File: src/rtl/m68k_bus_pkg.sv
// Shared definitions for the 68000 bus responder: register indices,
// bus FSM state encoding and wait-counter width.
package m68k_bus_pkg;

  localparam int WAIT_W = 4;

  localparam logic [2:0] REG_DATA = 3'd0;
  localparam logic [2:0] REG_DIR  = 3'd1;
  localparam logic [2:0] REG_PIN  = 3'd2;
  localparam logic [2:0] REG_EDGE = 3'd3;
  localparam logic [2:0] REG_MASK = 3'd4;

  typedef enum logic [1:0] {
    ST_IDLE = 2'd0,
    ST_WAIT = 2'd1,
    ST_ACK  = 2'd2
  } bus_state_e;

endpackage

File: src/rtl/bus_ack_fsm.sv
// 68000 target-side bus control: counts wait states, raises a one-cycle access
// strobe on ACK entry, and holds DTACK until the CPU drops AS.
// Handshake: a cycle opens when cs & !as_n & a data strobe is low in IDLE; dtack_n
// goes low on ACK entry and stays low until as_n is sampled high; as_n high in
// WAIT abandons the cycle without an access or DTACK.
module bus_ack_fsm
  import m68k_bus_pkg::*;
#(
  parameter int WAIT_STATES = 1
) (
  input  logic             clk_i,
  input  logic             rst_i,
  input  logic             cs_i,
  input  logic             as_n_i,
  input  logic             uds_n_i,
  input  logic             lds_n_i,
  input  logic             rw_i,
  input  logic [2:0]       addr_i,
  output logic             dtack_n_o,
  output logic             acc_o,
  output logic [2:0]       idx_o,
  output logic             rw_o,
  output logic [1:0]       lanes_o,
  output bus_state_e       state_o
);

  localparam logic [WAIT_W-1:0] WAIT_LOAD = WAIT_W'(WAIT_STATES);

  bus_state_e        state_q;
  logic [WAIT_W-1:0] cnt_q;
  logic [2:0]        idx_q;
  logic              rw_q;
  logic [1:0]        lanes_q;
  logic              dtack_n_q;
  logic              start;

  assign start = cs_i & ~as_n_i & (~uds_n_i | ~lds_n_i);

  always_comb begin
    acc_o = 1'b0;
    case (state_q)
      ST_IDLE: acc_o = start && (WAIT_STATES == 0);
      ST_WAIT: acc_o = ~as_n_i && (cnt_q == '0);
      default: acc_o = 1'b0;
    endcase
  end

  always_ff @(posedge clk_i) begin
    if (rst_i) begin
      state_q   <= ST_IDLE;
      cnt_q     <= '0;
      idx_q     <= '0;
      rw_q      <= 1'b1;
      lanes_q   <= '0;
      dtack_n_q <= 1'b1;
    end else begin
      case (state_q)
        ST_IDLE: begin
          if (start) begin
            idx_q   <= addr_i;
            rw_q    <= rw_i;
            lanes_q <= {~uds_n_i, ~lds_n_i};
            cnt_q   <= WAIT_LOAD;
            if (WAIT_STATES == 0) begin
              state_q   <= ST_ACK;
              dtack_n_q <= 1'b0;
            end else begin
              state_q <= ST_WAIT;
            end
          end
        end
        ST_WAIT: begin
          if (as_n_i) begin
            state_q <= ST_IDLE;
          end else if (cnt_q == '0) begin
            state_q   <= ST_ACK;
            dtack_n_q <= 1'b0;
          end else begin
            cnt_q <= cnt_q - 1'b1;
          end
        end
        ST_ACK: begin
          if (as_n_i) begin
            state_q   <= ST_IDLE;
            dtack_n_q <= 1'b1;
          end
        end
        default: state_q <= ST_IDLE;
      endcase
    end
  end

  assign dtack_n_o = dtack_n_q;
  assign idx_o     = idx_q;
  assign rw_o      = rw_q;
  assign lanes_o   = lanes_q;
  assign state_o   = state_q;

endmodule

File: src/rtl/m68k_gpio_target.sv
// GPIO register file behind a 68000 bus responder: DATA/DIR outputs,
// synchronized pin inputs, rising-edge capture with a masked level IRQ.
module m68k_gpio_target
  import m68k_bus_pkg::*;
#(
  parameter int WAIT_STATES = 1,
  parameter int SYNC_STAGES = 2
) (
  input  logic        clk,
  input  logic        rst,
  input  logic        cs,
  input  logic        as_n,
  input  logic        uds_n,
  input  logic        lds_n,
  input  logic        rw,
  input  logic [2:0]  addr,
  input  logic [15:0] din,
  output logic [15:0] dout,
  output logic        dtack_n,
  input  logic [15:0] pin_in,
  output logic [15:0] pin_out,
  output logic [15:0] pin_oe,
  output logic        irq
);

  logic        acc;
  logic [2:0]  cap_idx;
  logic        cap_rw;
  logic [1:0]  cap_lanes;
  bus_state_e  fsm_state;

  bus_ack_fsm #(.WAIT_STATES(WAIT_STATES)) u_fsm (
    .clk_i    (clk),
    .rst_i    (rst),
    .cs_i     (cs),
    .as_n_i   (as_n),
    .uds_n_i  (uds_n),
    .lds_n_i  (lds_n),
    .rw_i     (rw),
    .addr_i   (addr),
    .dtack_n_o(dtack_n),
    .acc_o    (acc),
    .idx_o    (cap_idx),
    .rw_o     (cap_rw),
    .lanes_o  (cap_lanes),
    .state_o  (fsm_state)
  );

  // With zero wait states the access fires from IDLE, before the capture registers load.
  logic        in_idle;
  logic [2:0]  a_idx;
  logic        a_rw;
  logic [1:0]  a_lanes;
  logic [15:0] lane_mask;
  logic        wr;

  assign in_idle   = (fsm_state == ST_IDLE);
  assign a_idx     = in_idle ? addr : cap_idx;
  assign a_rw      = in_idle ? rw : cap_rw;
  assign a_lanes   = in_idle ? {~uds_n, ~lds_n} : cap_lanes;
  assign lane_mask = {{8{a_lanes[1]}}, {8{a_lanes[0]}}};
  assign wr        = acc & ~a_rw;

  logic [15:0] sync_q [SYNC_STAGES];
  logic [15:0] prev_q;
  logic [15:0] pin_sync;
  logic [15:0] edge_set;

  assign pin_sync = sync_q[SYNC_STAGES-1];
  assign edge_set = pin_sync & ~prev_q;

  logic [15:0] data_q, data_d;
  logic [15:0] dir_q, dir_d;
  logic [15:0] edge_q, edge_d;
  logic [15:0] mask_q, mask_d;
  logic [15:0] dout_q, dout_d;
  logic        irq_q;
  logic [15:0] edge_clr;
  logic [15:0] rd_val;

  always_comb begin
    data_d   = data_q;
    dir_d    = dir_q;
    mask_d   = mask_q;
    edge_clr = '0;
    rd_val   = '0;
    case (a_idx)
      REG_DATA: begin
        rd_val = data_q;
        if (wr) data_d = (data_q & ~lane_mask) | (din & lane_mask);
      end
      REG_DIR: begin
        rd_val = dir_q;
        if (wr) dir_d = (dir_q & ~lane_mask) | (din & lane_mask);
      end
      REG_PIN:  rd_val = pin_sync;
      REG_EDGE: begin
        rd_val = edge_q;
        if (wr) edge_clr = din & lane_mask;
      end
      REG_MASK: begin
        rd_val = mask_q;
        if (wr) mask_d = (mask_q & ~lane_mask) | (din & lane_mask);
      end
      default: rd_val = '0;
    endcase
    // A fresh edge outranks a same-cycle clear so no event is lost.
    edge_d = (edge_q & ~edge_clr) | edge_set;
    dout_d = (acc & a_rw) ? rd_val : dout_q;
  end

  always_ff @(posedge clk) begin
    if (rst) begin
      for (int i = 0; i < SYNC_STAGES; i++) sync_q[i] <= '0;
      prev_q <= '0;
      data_q <= '0;
      dir_q  <= '0;
      edge_q <= '0;
      mask_q <= '0;
      dout_q <= '0;
      irq_q  <= 1'b0;
    end else begin
      sync_q[0] <= pin_in;
      for (int i = 1; i < SYNC_STAGES; i++) sync_q[i] <= sync_q[i-1];
      prev_q <= pin_sync;
      data_q <= data_d;
      dir_q  <= dir_d;
      edge_q <= edge_d;
      mask_q <= mask_d;
      dout_q <= dout_d;
      irq_q  <= |(edge_q & mask_q);
    end
  end

  assign dout    = dout_q;
  assign pin_out = data_q;
  assign pin_oe  = dir_q;
  assign irq     = irq_q;

endmodule
File: config.mk
export PLATFORM = sky130hd
export DESIGN_NAME = m68k_gpio_target
export DESIGN_NICKNAME = d
export VERILOG_FILES = /design/src/rtl/m68k_bus_pkg.sv /design/src/rtl/bus_ack_fsm.sv /design/src/rtl/m68k_gpio_target.sv
export SDC_FILE = /design/constraint.sdc
export NUM_CORES = 1
export LEC_CHECK = 0
export ABC_AREA = 1
export BUFFER_PORTS_ARGS = -buffer_cell sky130_fd_sc_hd__buf_2
export CAP_MARGIN = 10
export CORE_ASPECT_RATIO = 1.4
export CORE_MARGIN = 3
export CORE_UTILIZATION = 55
export DETAILED_ROUTE_END_ITERATION = 7
export GPL_TIMING_DRIVEN = 0
export PLACE_DENSITY = 0.79
export SLEW_MARGIN = 0
export SYNTH_ARGS = -nofsm -noshare
export SYNTH_HDL_FRONTEND = slang
export SYNTH_SLANG_ARGS = --single-unit
File: constraint.sdc
create_clock -name clk -period 2.1 [get_ports clk]
set_input_delay 0.21 -clock clk [delete_from_list [all_inputs] [get_ports clk]]
set_output_delay 0.21 -clock clk [all_outputs]
set_load 0.02 [all_outputs]
# Word-level counts from Yosys, hierarchy flattened
# Memories as Yosys holds them, arrays and structs flattened.
# Index checks and enable logic that the tools add are counted.
# word_totals
latchBits	0
ff_bits	110
rom_bits	0
mem_bits_rw	32
mem_count	1
inputBits	42
# memory_table
memory	depth	word_bits	rd	rd_ports_with_merged_regs	write_ports	line_no	text
sync_q	2	16	2	0	2	m68k_gpio_target.sv:64	logic [15:0] sync_q [SYNC_STAGES];
# op_classes
reduce_logical	14
shifts	0
n_bitwise	25
muxes	25
n_lt_le_gt_ge	0
n_eq_ne	12
n_div	0
add_sub_neg	1
mul	0
# op_table
operator	count
$and 16x16->16	7
$pmux 16 s5	1
$mux 16	4
$or 16x16->16	4
$not 16->16	3
$reduce_or 16->1	1
$mux 4	3
$mux 2	5
$mux 1	8
$pmux 4 s2	1
$reduce_and 2->1	4
$reduce_and 4->1	2
$eq 3x2->1 const B	2
$ne 2x2->1 const B	3
$pmux 2 s3	1
$and 1x1->1	4
$logic_not 4->1	1
$ne 2x1->1 const B	2
$not 1->1	4
$reduce_bool 2->1	2
$sub 4x1->4 const B	1
$eq 3x1->1 const B	1
$eq 3x3->1 const B	1
$logic_not 3->1	1
9 further kinds	11

# Depth between registers and ports, before layout
# Gate-level depths: netlist of the first run.
# depth
ltp_word	9
ltp_mapped	11
depth_no_buf	11

# By module
# Synthesis of the first run repeated with hierarchy kept, for this count alone.
# unflattened
hier_cells	768
area_unflattened_um2	5947.0
# by_module_without_submodules
module	cells_each	area_per_inst_um2	instances	seq_area_each_um2
m68k_gpio_target	686	5327.6	1	2582.5
bus_ack_fsm	82	619.3	1	260.2

# Worst setup path after synthesis of the first run
# Ideal clock, no wire load.
# synth_timing
kind	register -> register
from	register u_fsm.cnt_q[0]
to	register with a tool-made name
stages_incl_launch_ff	12
path_slack_ns	0.317
required_ns	1.968
path_buffers	0
synth_period_minus_slack_ns	1.783
t_arrival_ns	1.650
path_cell_list	dfxtp_1 inv_1 ha_1 nand3_1 nor2_1 inv_2 nor2_4 inv_2 nor3_4 nand2_1 nand2_1 a21oi_1
# synth_rtl
element	line_no	text
start, declared	bus_ack_fsm.sv:30	logic [WAIT_W-1:0] cnt_q;
start signal, assigned	bus_ack_fsm.sv:79	cnt_q <= cnt_q - 1'b1;

==> results of run 1 <==
worst min-delay path by stage:
stage	startpoint	endpoint	slack, ps	depth (start not counted)
global placement	sync_q[0][11]$_SDFF_PP0_	sync_q[0][27]$_SDFF_PP0_	390	2
CTS	pin_in[15]	sync_q[0][15]$_SDFF_PP0_	0.9	3
global route	pin_in[12]	sync_q[0][12]$_SDFF_PP0_	10	3
finish	pin_in[11]	sync_q[0][11]$_SDFF_PP0_	5	3
floorplan	lds_n	u_fsm.lanes_o[0]$_SDFFE_PP0P_	300	1
detailed placement	sync_q[0][12]$_SDFF_PP0_	sync_q[0][28]$_SDFF_PP0_	390	2
cell families (layout without fill, tap and decap cells):
| group | count (synthesis) | in the layout | synth area share (%) |
|---|---|---|---|
| flops | 142 | 142 | 48.5 |
| buf+inv | 132 | 274 | 8.92 |
| fa+ha+maj | 2 | 2 | 0.427 |
| compound gates | 122 | 122 | 11.5 |
| simple gates | 408 | 408 | 30.7 |
critical path, stage by stage (launching register included):
cell and delay, ps:
dfxtp_1 310, inv_1 100, ha_1 150, nand3_1 120, nor2_2 140, inv_2 70, nor2_4 200, inv_4 80
nor3_4 190, buf_4 160, buf_6 130, nand2_1 70, a21oi_2 150
power by group:
group	internal, mW	switching [mW]
Combinational	0.160	0.372
Clock	1.63	1.09
Sequential	2.76	0.0403
Total	4.55	1.50
metrics by stage:
stage | power, mW | utilization, % | area, µm² | hold slack [ps]
floorplan | 3.16 | - | 5860 | 300
global placement | 3.32 | 62.3 | 6490 | 389
detailed placement | 3.33 | 62.3 | 6490 | 392
CTS | 6.04 | 69.3 | 7210 | 0.943
global route | 6.26 | 70.6 | 7350 | 12.5
finish | 6.06 | 70.6 | 7350 | 5.38
cell usage after synthesis, drive strengths merged:
cell / instances / area share, %
inv: 88 / 5.6
buf: 13 / 1.3
nor3: 5 / 0.81
nand3: 44 / 3.8
o21ai: 13 / 1.2
o21bai: 16 / 2.0
a221o: 1 / 0.17
clkbuf: 30 / 1.9
a31oi: 1 / 0.11
a221oi: 2 / 0.30
clkinv: 1 / 0.064
o211ai: 1 / 0.13
or2: 1 / 0.11
nand4: 61 / 6.5
nand2: 188 / 12
dfxtp: 142 / 48
o211a: 1 / 0.17
ha: 2 / 0.43
a21oi: 87 / 7.4
nor2: 109 / 7.3
per-layer routing:
layer | part of all wire, % | vias to the layer above | wire, µm
met4 | 5.9 | 0 | 1070
met3 | 5.7 | 76 | 1030
met2 | 52 | 255 | 9310
met1 | 37 | 2751 | 6620
li1 | - | 2897 | -
met5 | 0 | - | 0
final cells by class:
cell class              count  share of cell area [%]
flip-flops and latches    142                    38.7
multi-input cells         532                    34.7
repair buffers            114                    9.23
clock buffers              18                    5.98
inverters                  89                    4.58
plain buffers              43                    3.12
well taps                 138                    2.35
clock inverters            10                    1.29
what timing repair did:
| action | CTS | global route |
|---|---|---|
| hold endpoints to repair | 14 | 0 |
| pin swaps | 2 | 4 |
| hold buffers | 14 | 0 |
| buffers inserted | 3 | 7 |
| gates resized for setup | 6 | 42 |
| endpoints found under the setup margin | 35 | 81 |
==> out/metrics.cfg, run 1 <==
[status]
outcome = complete, no violations

[synth]
synth_area_per_cell_um2 = 7.28
syn_nets = 850
synth_cell_types = 30
seq_area_frac_synth_pct = 48.5
ys_warn_count = 0
syn_inst = 806
synth_seq_cells = 142
synth_area_um2 = 5860

[die]
start_util_pct = 56.4
chipHeight_um = 128
ioPinCount = 92
fp.coreArea_um2 = 10400
die_w_um = 93.3
die_area_um2 = 12000
rows = 44

[critical_path]
worstPathArrival_ps = 2300
crit_start = u_fsm.cnt_q[0]$_SDFFE_PP0P_
worstReg2RegStart = u_fsm.cnt_q[0]$_SDFFE_PP0P_
cp-end-kind = flip-flop
worst-endpoint-required_ps = 2450
cp_max_fo = 10
crit_type = flip-flop to flip-flop
worstRegToRegCells = 12
r2r_setup_slack_ps = 140
start_kind = flip-flop

[sta]
clock.fmax_mhz = 510
slew_headroom_pct = 61.1
rsz0062_at_grt = true
setup_ws_ps = 141
fin_worst_skew_ps = 6.48
finalHoldViolCount = 0
finalCritPeriodShare_pct = 93.3
final_max_slew_viol_count = 0
setup_violations = 0
period_needed_ps = 1960
tightest_slew_ps = 583
fin_setup_tns_ps = 0

[flow_run]
drv_cap = 0

[global_routing]
met3_usage_pct = 6.40
grt-ovfl-total = 0
grt_max_degree = 17
grt_first_pass_wirelength_mm = 28.0
grt_pass1_vias = 5641
antenna_found_initial = 0
grt_usage_pct = 30.6
busiest_layer = met2
use_met1_pct = 32.9
use_met2_pct = 54.0

[cells_and_area]
multi_input_area_um2 = 2550
fillers = 926
area_growth_pct = 25.3
diodes = 0
final_common_cell = nand2_1
nets = 983
layout-drive-gt1-share_pct = 18.7
layout.cells.non_filler = 1086
final_cell_mix = nand2_1, dfxtp_1, nor2_1, buf_2, a21oi_1
seqCellArea_um2 = 2840

[clock_tree]
cts_tree = yes
cts_root_buffer = clkbuf_16
clockBufferDepth = 2
clk_pin_slew_worst_paths_ps = 60
cts_sinks = 142
clock_latency_ps = 410
htreeDepth = 4
cts_buffers = 17

[drt]
drtIter0Drc = 487
vias = 5979
ant_nets = 0
dr.pass1.iters = 5
wl_mm = 18.0
routed_via_density = 5.51
post_drt_wl_per_cell_um = 16.6
route.detailed.drc = 0

[power]
vdd_ir_drop_max_mv = 0.644
p_leak_nw = 3.39
power_density_nw_per_um2 = 824

[placed_design]
hpwl_mm = 13.2
finalWeightedCongestion = 0.935
io_buffer_count = 90
pre_cts_slack_ps = -95.5
dp.cells = 1034

[min_path]
hp-class = input port to flip-flop

Note: power is estimated with default switching activity, not from simulation.
==> run 2: changes to the inputs <==
CORE_UTILIZATION = 51   (was 55)
PLACE_DENSITY = 0.76   (was 0.79)
clock period = 1.7 ns   (was 2.1 ns; I/O delays follow)
==> run 2 against run 1 <==
Net effect:
- the flow now finishes with violations (negative setup slack)
- critical path depth down 3
- register-to-register slack worse by 310 ps
- via count up 11%
- cell count up 4.2%
- design area up 19%
- non-clock buffer count up 37
==> out/metrics.cfg, run 2 (synthesis results as in run 1) <==
[clock_tree]
cts_root_buffer = clkbuf_16
clockBufferDepth = 2
clock_latency_ps = 430
cts_sinks = 142
cts_buffers = 17
htreeDepth = 4
clk_pin_slew_worst_paths_ps = 60
cts_tree = yes

[global_routing]
grt_pass1_vias = 6129
grt_first_pass_wirelength_mm = 30.9
antenna_found_initial = 0
grt-ovfl-total = 0
grt_usage_pct = 30.7
grt_max_degree = 17

[die]
die_area_um2 = 12800
chipHeight_um = 133
die_w_um = 96.6
fp.coreArea_um2 = 11000
rows = 45
start_util_pct = 53.1
ioPinCount = 92

[critical_path]
worst-endpoint-required_ps = 2060
crit_type = flip-flop to flip-flop
r2r_setup_slack_ps = -170
start_kind = flip-flop
cp_max_fo = 6
worstPathArrival_ps = 2230
worstRegToRegCells = 9
cp-end-kind = flip-flop

[flow_run]
drv_cap = 0

[status]
outcome = complete, but fails checks
violations = negative setup slack

[power]
p_sw_mw = 2.15
power_density_nw_per_um2 = 899
sw_frac_of_total_pct = 27.4
p_seq_share_pct = 44.2
p_clk_share_pct = 42.9
intPower_mw = 5.70
vdd_ir_drop_max_mv = 0.669
p_leak_nw = 3.88
combPwrFrac_pct = 12.9

[min_path]
hp-class = input port to flip-flop
min_path_cells = 3

[drt]
post_drt_wl_per_cell_um = 19.5
drtIter0Drc = 692
vias = 6614
wl_mm = 22.1
ant_nets = 0
routed_via_density = 5.84
dr.pass1.iters = 6
route.detailed.drc = 0

[placed_design]
hpwl_mm = 13.4
dpl_cell_area_um2 = 6520
io_buffer_count = 90
finalWeightedCongestion = 0.968
dp.cells = 1037

[cells_and_area]
final_cell_mix = dfxtp_1, nand2_1, buf_2, nor2_1, inv_1
final_common_cell = dfxtp_1
layout.cells.non_filler = 1132
layout-drive-gt1-share_pct = 37.7
fin_area_um2 = 8730
nets = 1023
area_growth_pct = 48.8
diodes = 0

[sta]
finalHoldViolCount = 0
fin_worst_skew_ps = 8.35
setup_violations = 68
clock.fmax_mhz = 534
tightest_slew_ps = 823
rsz0062_at_grt = true
final_max_slew_viol_count = 0
period_needed_ps = 1870
setup_ws_ps = -174
finalCritPeriodShare_pct = 110
slew_headroom_pct = 45.1

-- run 2: final cells by class --
class	instances	area, µm²
multi-input cells	535	3380
flip-flops and latches	142	2850
fillers	727	2310
repair buffers	152	1090
clock buffers	20	447
plain buffers	42	354
inverters	89	344
well taps	141	176
clock inverters	11	85.1
-- run 2: repair_timing --
action | in CTS | in global routing
hold endpoints to repair | 18 | 0
gates resized for setup | 107 | 213
buffers inserted | 23 | 12
setup endpoints to repair | 83 | 82
gates cloned | 7 | 5
pin swaps | 38 | 57
hold buffers | 18 | 0
-- run 2: per-layer routing --
metal  vias up  wire, µm  global-route usage (%)
met5         -         0                       0
met4         0      1680                    20.1
met3       134      1650                    6.01
met2       420     11100                    53.4
met1      3070      7720                    33.6
li1       2990         -                       -
-- run 2: power by group through the flow --
stage               Clock (mW)  Sequential (mW)  Combinational, mW
global route              3.52             3.48               1.08
detailed placement           0             3.53              0.582
CTS                       3.37             3.46              0.740
floorplan                    0             3.52              0.391
global placement             0             3.53              0.575
finish                    3.36             3.47               1.02
-- run 2: final timing paths --
check	startpoint	to
max	u_fsm.state_o[0]$_SDFFE_PP0P_	dout[0]$_SDFFE_PP0P_
min reg2reg	sync_q[0][13]$_SDFF_PP0_	sync_q[0][29]$_SDFF_PP0_
max reg2reg	u_fsm.state_o[0]$_SDFFE_PP0P_	dout[0]$_SDFFE_PP0P_
min	addr[2]	u_fsm.idx_o[2]$_SDFFE_PP0P_
-- run 2: critical path: stages, from the launching register on --
cell and delay, ps:
dfxtp_4 410, nor2_4 70, buf_4 140, o21ai_4 240, nand2_4 140, nor2_2 360
nand2_1 140, nand2_1 110, o21bai_1 80, a21oi_1 120
-- run 2: stage by stage --
step / power (mW) / hold slack (ps) / utilization [%] / setup TNS, ps / worst slack, ps
final: 7.85 / 23.8 / 79.1 / -5920 / -174
after global routing: 8.08 / 36.2 / 79.1 / -10410 / -250
after CTS: 7.57 / 1.60 / 70.5 / -657 / -38.6
after detailed placement: 4.12 / 376 / 59.1 / -28990 / -452
after global placement: 4.11 / 373 / 59.1 / -27070 / -418
after floorplan: 3.91 / 260 / - / -433 / -33.7
==> run 3: changes to the inputs <==
HOLD_SLACK_MARGIN = 0.03   (was default)
==> run 3 against run 2 <==
Net effect:
- the flow still finishes with violations (negative setup slack)
- design area is 0.16% higher
- die area stayed put
- largest cell class unchanged
- utilization is 0.12 points higher
- critical endpoint is now dout[14]$_SDFFE_PP0P_
- register-to-register slack worse by 50 ps
- clock skew is 1.3 ps higher
- sequential cell count stayed put
- combinational power hardly changed
- power is 0.71% higher
==> out/metrics.cfg, run 3 (synthesis results as in run 1) <==
[status]
outcome = complete, but fails checks
violations = negative setup slack

[min_path]
hp-class = input port to flip-flop
hold_start = uds_n

[critical_path]
crit_start = u_fsm.state_o[1]$_SDFFE_PP0P_
worst-endpoint-required_ps = 2050
cp_max_fo = 6
worstReg2RegStart = u_fsm.state_o[1]$_SDFFE_PP0P_
cp-end-kind = flip-flop
start_kind = flip-flop
worstPathArrival_ps = 2280
crit_type = flip-flop to flip-flop

[die]
die_area_um2 = 12800
ioPinCount = 92
fp.coreArea_um2 = 11000
die_w_um = 96.6
chipHeight_um = 133
rows = 45
start_util_pct = 53.1

[clock_tree]
cts_sinks = 142
htreeDepth = 4
cts_tree = yes
clock_latency_ps = 430
clk_pin_slew_worst_paths_ps = 60
cts_buffers = 17
clockBufferDepth = 2
cts_root_buffer = clkbuf_16

[sta]
fin_worst_skew_ps = 9.65
period_needed_ps = 1920
setup_ws_ps = -221
tightest_slew_ps = 766
clock.fmax_mhz = 520
fin_setup_tns_ps = -7730
finalCritPeriodShare_pct = 113
setup_violations = 76
final_max_slew_viol_count = 0
finalHoldViolCount = 0
slew_headroom_pct = 49.0
rsz0062_at_grt = true

[drt]
dr.pass1.iters = 6
route.detailed.drc = 0
vias = 6808
wl_mm = 23.1
post_drt_wl_per_cell_um = 20.4
routed_via_density = 6.00
ant_nets = 0
drtIter0Drc = 807

[global_routing]
grt_pass1_vias = 6145
grt_max_degree = 17
grt_usage_pct = 30.7
grt_first_pass_wirelength_mm = 30.9
grt-ovfl-total = 0
antenna_found_initial = 0

[placed_design]
dpl_cell_area_um2 = 6520
hpwl_mm = 13.4
pre_cts_slack_ps = -452
io_buffer_count = 90
finalWeightedCongestion = 0.968

[power]
vdd_ir_drop_max_mv = 0.825
p_leak_nw = 3.89
total_power_mw = 7.90
power_density_nw_per_um2 = 904

[cells_and_area]
nets = 1025
fin_area_um2 = 8740
post-route-util_pct = 79.2
final_cell_mix = dfxtp_1, nand2_1, buf_2, nor2_1, inv_1
diodes = 0
area_growth_pct = 49.1
layout-drive-gt1-share_pct = 37.3
final_common_cell = dfxtp_1

[flow_run]
drv_cap = 0

## run 3: critical path, cell delays in order (launching register included)
cell	delay (ps)
dfxtp_4	380
nor2_4	170
buf_8	180
nand2_8	80
nand2_8	100
buf_12	140
nand4_1	260
o21ai_0	230
o21bai_1	150
a21oi_1	150
## run 3: timing repair
action	CTS	global route
resized for setup	107	212
hold buffers	21	0
setup endpoints to repair	83	82
cloned	7	5
setup buffers	23	12
hold endpoints to repair	21	0
pin swaps	38	59
## run 3: through the flow
step	cells	hold slack (ps)
4_1_cts	1119	30.3
2_1_floorplan	806	260
3_3_place_gp	1037	373
6_report	1134	39.0
3_5_place_dp	1037	376
5_1_grt	1134	54.4
## run 3: layout make-up
class / count / area, µm²
plain buffers: 42 / 365
clock buffers: 20 / 447
clock inverters: 11 / 85.1
fillers: 714 / 2290
inverters: 89 / 344
multi-input cells: 535 / 3360
flip-flops and latches: 142 / 2850
well taps: 141 / 176
repair buffers: 154 / 1110
## run 3: power by group
group	leakage [nW]	internal, mW	switching (mW)
sequential	1.16	3.41	0.0602
clock	0.259	1.91	1.48
combinational	2.48	0.385	0.656
## run 3: final timing paths
kind         slack (ps)                            end  cells after the start
min                  40  u_fsm.lanes_o[1]$_SDFFE_PP0P_                      3
max                -220          dout[14]$_SDFFE_PP0P_                      9
min reg2reg         400       sync_q[0][18]$_SDFF_PP0_                      2
max reg2reg        -220          dout[14]$_SDFFE_PP0P_                      9
## run 3: per-layer routing
metal	vias to the layer above	GRT usage (%)	share of wire (%)
met5	-	0	0
met4	0	20.1	8.5
met3	172	6.01	9.2
met2	500	53.6	49
met1	3146	33.5	33
li1	2990	-	-
